$ cat src/rtl/gray_pkg.sv
// Shared Gray-code helpers for pointer encoders, decoders and their benches.
package gray_pkg;

   localparam int DEF_WIDTH = 4;
   localparam int MAX_WIDTH = 32;

   // Callers zero-extend to MAX_WIDTH; zeros above the live bits leave both results unchanged.
   function automatic logic [MAX_WIDTH-1:0] bin2gray(input logic [MAX_WIDTH-1:0] b);
      return b ^ (b >> 1);
   endfunction

   function automatic logic [MAX_WIDTH-1:0] gray2bin(input logic [MAX_WIDTH-1:0] g);
      logic [MAX_WIDTH-1:0] b;
      b[MAX_WIDTH-1] = g[MAX_WIDTH-1];
      for (int i = MAX_WIDTH - 2; i >= 0; i--) begin
         b[i] = b[i+1] ^ g[i];
      end
      return b;
   endfunction

endpackage

$ cat src/rtl/binary_to_gray.sv
// Combinational binary-to-Gray encoder, reusable wherever pointers are encoded.
module binary_to_gray
   import gray_pkg::*;
#(
   parameter int WIDTH = DEF_WIDTH
) (
   input  logic [WIDTH-1:0] bin,
   output logic [WIDTH-1:0] gray
);

   assign gray = WIDTH'(bin2gray(MAX_WIDTH'(bin)));

endmodule

$ cat src/rtl/gray_counter.sv
// Up/down counter with registered binary and Gray outputs plus a wrap pulse.
// Define GRAY_CNT_SAT_EN to saturate at the range ends instead of wrapping.
module gray_counter
   import gray_pkg::*;
#(
   parameter int              WIDTH   = DEF_WIDTH,
   parameter logic [WIDTH-1:0] RST_VAL = '0
) (
   input  logic             clk,
   input  logic             rst_n,
   input  logic             en,
   input  logic             up,
   input  logic             load,
   input  logic [WIDTH-1:0] load_val,
   output logic [WIDTH-1:0] bin_out,
   output logic [WIDTH-1:0] gray_out,
   output logic             wrap
);

   localparam logic [WIDTH-1:0] MAX_VAL  = '1;
   localparam logic [WIDTH-1:0] RST_GRAY = WIDTH'(bin2gray(MAX_WIDTH'(RST_VAL)));

   logic [WIDTH-1:0] bin_next;
   logic [WIDTH-1:0] gray_next;
   logic             wrap_next;
   logic             at_edge;

   assign at_edge = up ? (bin_out == MAX_VAL) : (bin_out == '0);

`ifdef GRAY_CNT_SAT_EN
   // Set by a blocked step, cleared once the count moves, so repeated blocked steps pulse once.
   logic sat_seen;
   logic sat_seen_next;
`endif

   // NOTE: every output of this block gets a default first, so no path can infer a latch.
   always_comb begin
      bin_next  = bin_out;
      wrap_next = 1'b0;
`ifdef GRAY_CNT_SAT_EN
      sat_seen_next = sat_seen;
`endif
      if (load) begin
         bin_next = load_val;
      end else if (en) begin
`ifdef GRAY_CNT_SAT_EN
         if (at_edge) begin
            wrap_next     = ~sat_seen;
            sat_seen_next = 1'b1;
         end else begin
            bin_next = up ? bin_out + WIDTH'(1) : bin_out - WIDTH'(1);
         end
`else
         bin_next  = up ? bin_out + WIDTH'(1) : bin_out - WIDTH'(1);
         wrap_next = at_edge;
`endif
      end
`ifdef GRAY_CNT_SAT_EN
      if (bin_next != bin_out) begin
         sat_seen_next = 1'b0;
      end
`endif
   end

   // Gray is encoded from the next binary value so gray_out comes straight off a flop.
   binary_to_gray #(.WIDTH(WIDTH)) u_b2g (
      .bin  (bin_next),
      .gray (gray_next)
   );

   // NOTE: sequential state uses non-blocking assignments so all flops update together.
   always_ff @(posedge clk or negedge rst_n) begin
      if (!rst_n) begin
         bin_out  <= RST_VAL;
         gray_out <= RST_GRAY;
         wrap     <= 1'b0;
      end else begin
         bin_out  <= bin_next;
         gray_out <= gray_next;
         wrap     <= wrap_next;
      end
   end

`ifdef GRAY_CNT_SAT_EN
   always_ff @(posedge clk or negedge rst_n) begin
      if (!rst_n) begin
         sat_seen <= 1'b0;
      end else begin
         sat_seen <= sat_seen_next;
      end
   end
`endif

endmodule

$ cat config.mk
export PLATFORM = sky130hd
export DESIGN_NAME = gray_counter
export DESIGN_NICKNAME = d
export VERILOG_FILES = /design/src/rtl/gray_pkg.sv /design/src/rtl/binary_to_gray.sv /design/src/rtl/gray_counter.sv
export SDC_FILE = /design/constraint.sdc
export NUM_CORES = 1
export LEC_CHECK = 0
export CORE_AREA = 2 2 39 41
export CTS_CLUSTER_DIAMETER = 150
export CTS_CLUSTER_SIZE = 24
export DETAILED_ROUTE_END_ITERATION = 8
export DIE_AREA = 0 0 41 43
export GPL_ROUTABILITY_DRIVEN = 0
export HOLD_SLACK_MARGIN = 0.03
export PLACE_DENSITY = 0.7
export SYNTH_ARGS = -nofsm -noshare
export SYNTH_HDL_FRONTEND = slang
export SYNTH_HIERARCHICAL = 1
export SYNTH_SLANG_ARGS = --single-unit
$ cat constraint.sdc
create_clock -name clk -period 3.1 [get_ports clk]
set_input_delay 0.93 -clock clk [delete_from_list [all_inputs] [get_ports clk]]
set_output_delay 0.93 -clock clk [all_outputs]
set_load 0.005 [all_outputs]
Yosys cells after proc, flatten, opt, wreduce, memory -nomap -nowiden --
Index checks and enable logic that the tools add are counted.
Storage, ports and cells: register bits 9
Cells by class: equal/unequal tests 1, add/sub/neg operators 2, bitwise gates (word level) 1, mux-type cells 6, reduce and logical (&&, ||, !) cells 1
Operators with widths (number):
- $mux 4 | 3
- $add 4x1->4 const B | 1
- $eq 4x4->1 const B | 1
- $logic_not 4->1 | 1
- $sub 4x1->4 const B | 1
- $xor 4x3->4 | 1
- $mux 1 | 3

Longest topological paths before layout --
word-level depth 5, depth in mapped cells 6, mapped depth without buffers 6

By module --
Netlist, hierarchy kept.
By module, submodules not included:
- gray_counter | area each 474.2 um2, cells an instance 42, times used 1
- binary_to_gray | area each 33.8 um2, cells an instance 4, times used 1

Worst setup path after synthesis --
Ideal clock, no wire load.
path type input to register, start point input port up, end point register gray_out[2], data required time 3.021 ns, arrival time 2.026 ns, slack 0.995 ns, path buffers 0, stages 6, cell sequence inv_1 > ha_1 > a21o_1 > a221o_1 > nand3_1 > xor2_1
Between the ends: word-level cells in the longest chain between the ends 4
RTL lines:
- start: declaration | RTL line gray_counter.sv:12 | input logic up,
- $mux 4 | RTL line gray_counter.sv:54 | bin_next = up ? bin_out + WIDTH'(1) : bin_out - WIDTH'(1);
- $mux 4 | RTL line gray_counter.sv:45 | end else if (en) begin
- $mux 4 | RTL line gray_counter.sv:43 | if (load) begin
- net bin_next[3] | RTL line gray_counter.sv:23 | logic [WIDTH-1:0] bin_next;
- $xor 4x3->4 | RTL line gray_pkg.sv:9 | return b ^ (b >> 1);
- net gray_next[2] | RTL line gray_counter.sv:24 | logic [WIDTH-1:0] gray_next;
- end signal: assignment | RTL line gray_counter.sv:79 | gray_out <= gray_next;
- end: declaration | RTL line gray_counter.sv:16 | output logic [WIDTH-1:0] gray_out,
The timed path passes the listed nets, and every way through them passes these cells.

Worst setup path after layout --
start point input port up, end point register gray_out[1]
The elaborated chain is that of the path after synthesis.

==> results.py <==
metrics = {
    "status": {
        "outcome": "complete, no violations",
    },
    "drt": {
        "wl_microns": 897,
        "drc": 0,
        "ant_nets": 0,
        "viasPerCell": 4.89,
        "drtPass1Iterations": 4,
        "drt_iter0_markers": 7,
        "num_vias": 401,
        "avgRoutedWirePerCell_microns": 10.9,
    },
    "die": {
        "fp.dieArea_sq_um": 1760,
        "core_area_sq_um": 1380,
        "die_h_microns": 43,
        "start_util": 0.367,
        "die_width_microns": 41,
        "io_pins": 18,
        "rows": 14,
    },
    "synthesis": {
        "netlist_area_sq_um": 508,
        "synth_cells": 46,
        "muxShareOfSynthArea": 0.0394,
        "synth-simple-area-share": 0.177,
        "synth_compound_area_frac": 0.121,
        "synth_edf_count": 0,
        "yosys_warnings": 6,
        "post_synth.cell_area_avg_sq_um": 11.0,
        "synth.distinct_cells": 25,
        "yosysSeqAreaShare": 0.443,
        "ys_seq_elements": 9,
        "ys.flop_type": "dfrtp_1",
        "async_flop_share": 1.00,
        "syn_nets": 58,
        "synth-adder-area-share": 0.0887,
        "synth_xor_area_frac": 0.0862,
        "synth_top_family_by_area": "simple AND/OR/NAND/NOR gates",
    },
    "setup_path": {
        "ff2ff_path_depth": 5,
        "critPathArrivalTime_ns": 2.76,
        "start_kind": "primary input",
        "r2r_setup_slack_ns": 1.46,
        "r2r_end": "gray_out[1]$_DFF_PN0_",
        "critPathKind": "primary input to flop",
        "cp-end-kind": "flop",
        "path_max_fanout": 7,
        "r2r_start": "bin_out[0]$_DFF_PN0_",
        "required_ns": 3.27,
    },
    "cells_and_area": {
        "multi_input_area_sq_um": 260,
        "diodes": 0,
        "regArea_sq_um": 225,
        "nets": 79,
        "synthToLayoutAreaGrowth_pct": 41.9,
        "final_cells": 82,
        "fillers": 136,
        "utilization": 0.521,
        "drive_above_1_share": 0.0909,
    },
    "timing": {
        "period_share": 0.835,
        "hold_ws_ns": 0.735,
        "setup_tns_ns": 0,
        "slew_viol_final": 0,
        "rsz0062_at_grt": "no",
        "fin_crit_ns": 2.59,
        "fmax_mhz": 386,
        "setup_viol": 0,
        "worstMarginPinSlew_ns": 0.374,
        "timing.clock.skew_ns": 0.00767,
        "hold_viol_final": 0,
        "slew_headroom": 0.750,
    },
    "min_path": {
        "min_to": "bin_out[3]$_DFF_PN0_",
        "min_from": "bin_out[3]$_DFF_PN0_",
        "min_delay_path_depth": 2,
        "holdCritPathClass": "flop to flop",
    },
    "global_routing": {
        "grt_pass1_wl_mm": 1.53,
        "grt_pass1_vias": 368,
        "overflow": 0,
        "grt_antenna_before_repair": 0,
        "grt_max_degree": 13,
        "grt_usage": 0.132,
    },
    "pwr": {
        "p_leak_nw": 0.311,
        "finalPower_w": 0.000373,
        "power_density_nw_per_um2": 518,
        "vdd_ir_drop_max_v": 0.000346,
    },
    "placed_design": {
        "hpwl_microns": 699,
        "dp_cells": 78,
        "port_buffers": 17,
    },
    "cts": {
        "postCtsSetupRepairBufs": 0,
        "cts_root_buf": "clkbuf_4",
        "cts_tree": "yes",
        "hold_buffers": 0,
        "htree_levels": 1,
        "cts_buffers": 3,
        "worstSkewPairLatency_ns": 0.26,
        "clock-sinks": 9,
        "cts_resized": 0,
        "clkSlewWorstSetupHoldPaths_ns": 0.06,
        "clk_path_buf_depth": 2,
    },
    "flow_run": {
        "cap_violations": 0,
    },
}
==> synth_stat cells, types with 2 or more instances <==
cell	instances	share of area
dfrtp_1	9	0.44
xor2_1	4	0.069
nand2_1	3	0.022
o21ai_1	3	0.030
a22oi_1	2	0.030
buf_4	2	0.030
ha_1	2	0.049
mux2i_1	2	0.039
nand3_1	2	0.020
nor2_1	2	0.015
==> cell usage in the layout, fill, tap and decap left out, drive strengths merged <==
cell           Yosys  layout
clkdlybuf4s50      0      17
dfrtp              9       9
xor2               4       4
clkbuf             1       4
nand2              3       3
o21ai              3       3
mux2i              2       2
nand3              2       2
nor2               2       2
a22oi              2       2
ha                 2       2
buf                2       2
nor3b              2       2
xnor2              1       1
a21oi              1       1
nor4bb             1       1
o2bb2ai            1       1
a21o               1       1
or4b               1       1
nand3b             1       1
a221o              1       1
and4               1       1
nor3               1       1
inv                1       1
fa                 1       1
==> how the worst max path moves through the flow <==
| stage | startpoint | endpoint | slack (ns) | cells past startpoint |
|---|---|---|---|---|
| global placement | up | gray_out[1]$_DFF_PN0_ | 0.25 | 7 |
| floorplan | up | gray_out[2]$_DFF_PN0_ | 0.99 | 6 |
| finish | up | gray_out[1]$_DFF_PN0_ | 0.51 | 7 |
| global route | up | gray_out[1]$_DFF_PN0_ | 0.39 | 7 |
| CTS | up | gray_out[1]$_DFF_PN0_ | 0.51 | 7 |
| detailed placement | up | gray_out[1]$_DFF_PN0_ | 0.24 | 7 |
==> routing by layer <==
layer	up-vias	GRT usage	part of all wire
li1	206	-	-
met1	180	0.177	0.45
met2	15	0.175	0.47
met3	0	0.0942	0.081
met4	0	0.0200	0
met5	-	0	0
==> logic make-up (layout without fill, tap and decap cells) <==
family | after synthesis | count (layout)
adders and majority gates | 3 | 3
DFF | 9 | 9
xor gates and xnor gates | 5 | 5
buffers and inverters | 4 | 24
muxes | 2 | 2
and+or+nand+nor | 14 | 14
AOI/OAI and AO/OA | 9 | 9
==> critical path, stage by stage <==
cell,delay [ns]
clkdlybuf4s50_1,0.59
inv_1,0.13
fa_1,0.44
xor2_1,0.14
mux2i_1,0.09
o21ai_1,0.27
xor2_1,0.17
==> stage by stage <==
step / instance area, sq um / worst slack, ns
after floorplan: 508 / 0.995
after global placement: 694 / 0.247
after detailed placement: 694 / 0.235
after CTS: 721 / 0.509
after global routing: 721 / 0.395
final: 721 / 0.512
==> area by class of cell <==
class                           count  area share
Multi-Input combinational cell     33       0.361
Sequential cell                     9       0.313
Timing Repair Buffer               19       0.257
Clock buffer                        4      0.0365
Tap cell                           16      0.0278
Inverter                            1     0.00521
==> state kept, by name, indices dropped and copies added, names as in the netlist <==
register  count
wrap          1
gray_out      4
bin_out       4
==> power breakdown <==
group | total, W | switching (W) | internal (W)
Sequential | 0.000159 | 0.0000182 | 0.000141
Combinational | 0.000128 | 0.0000481 | 0.0000795
Clock | 0.0000866 | 0.0000372 | 0.0000494
Total | 0.000373 | 0.000103 | 0.000270
Note: power is estimated with default switching activity, not from simulation.
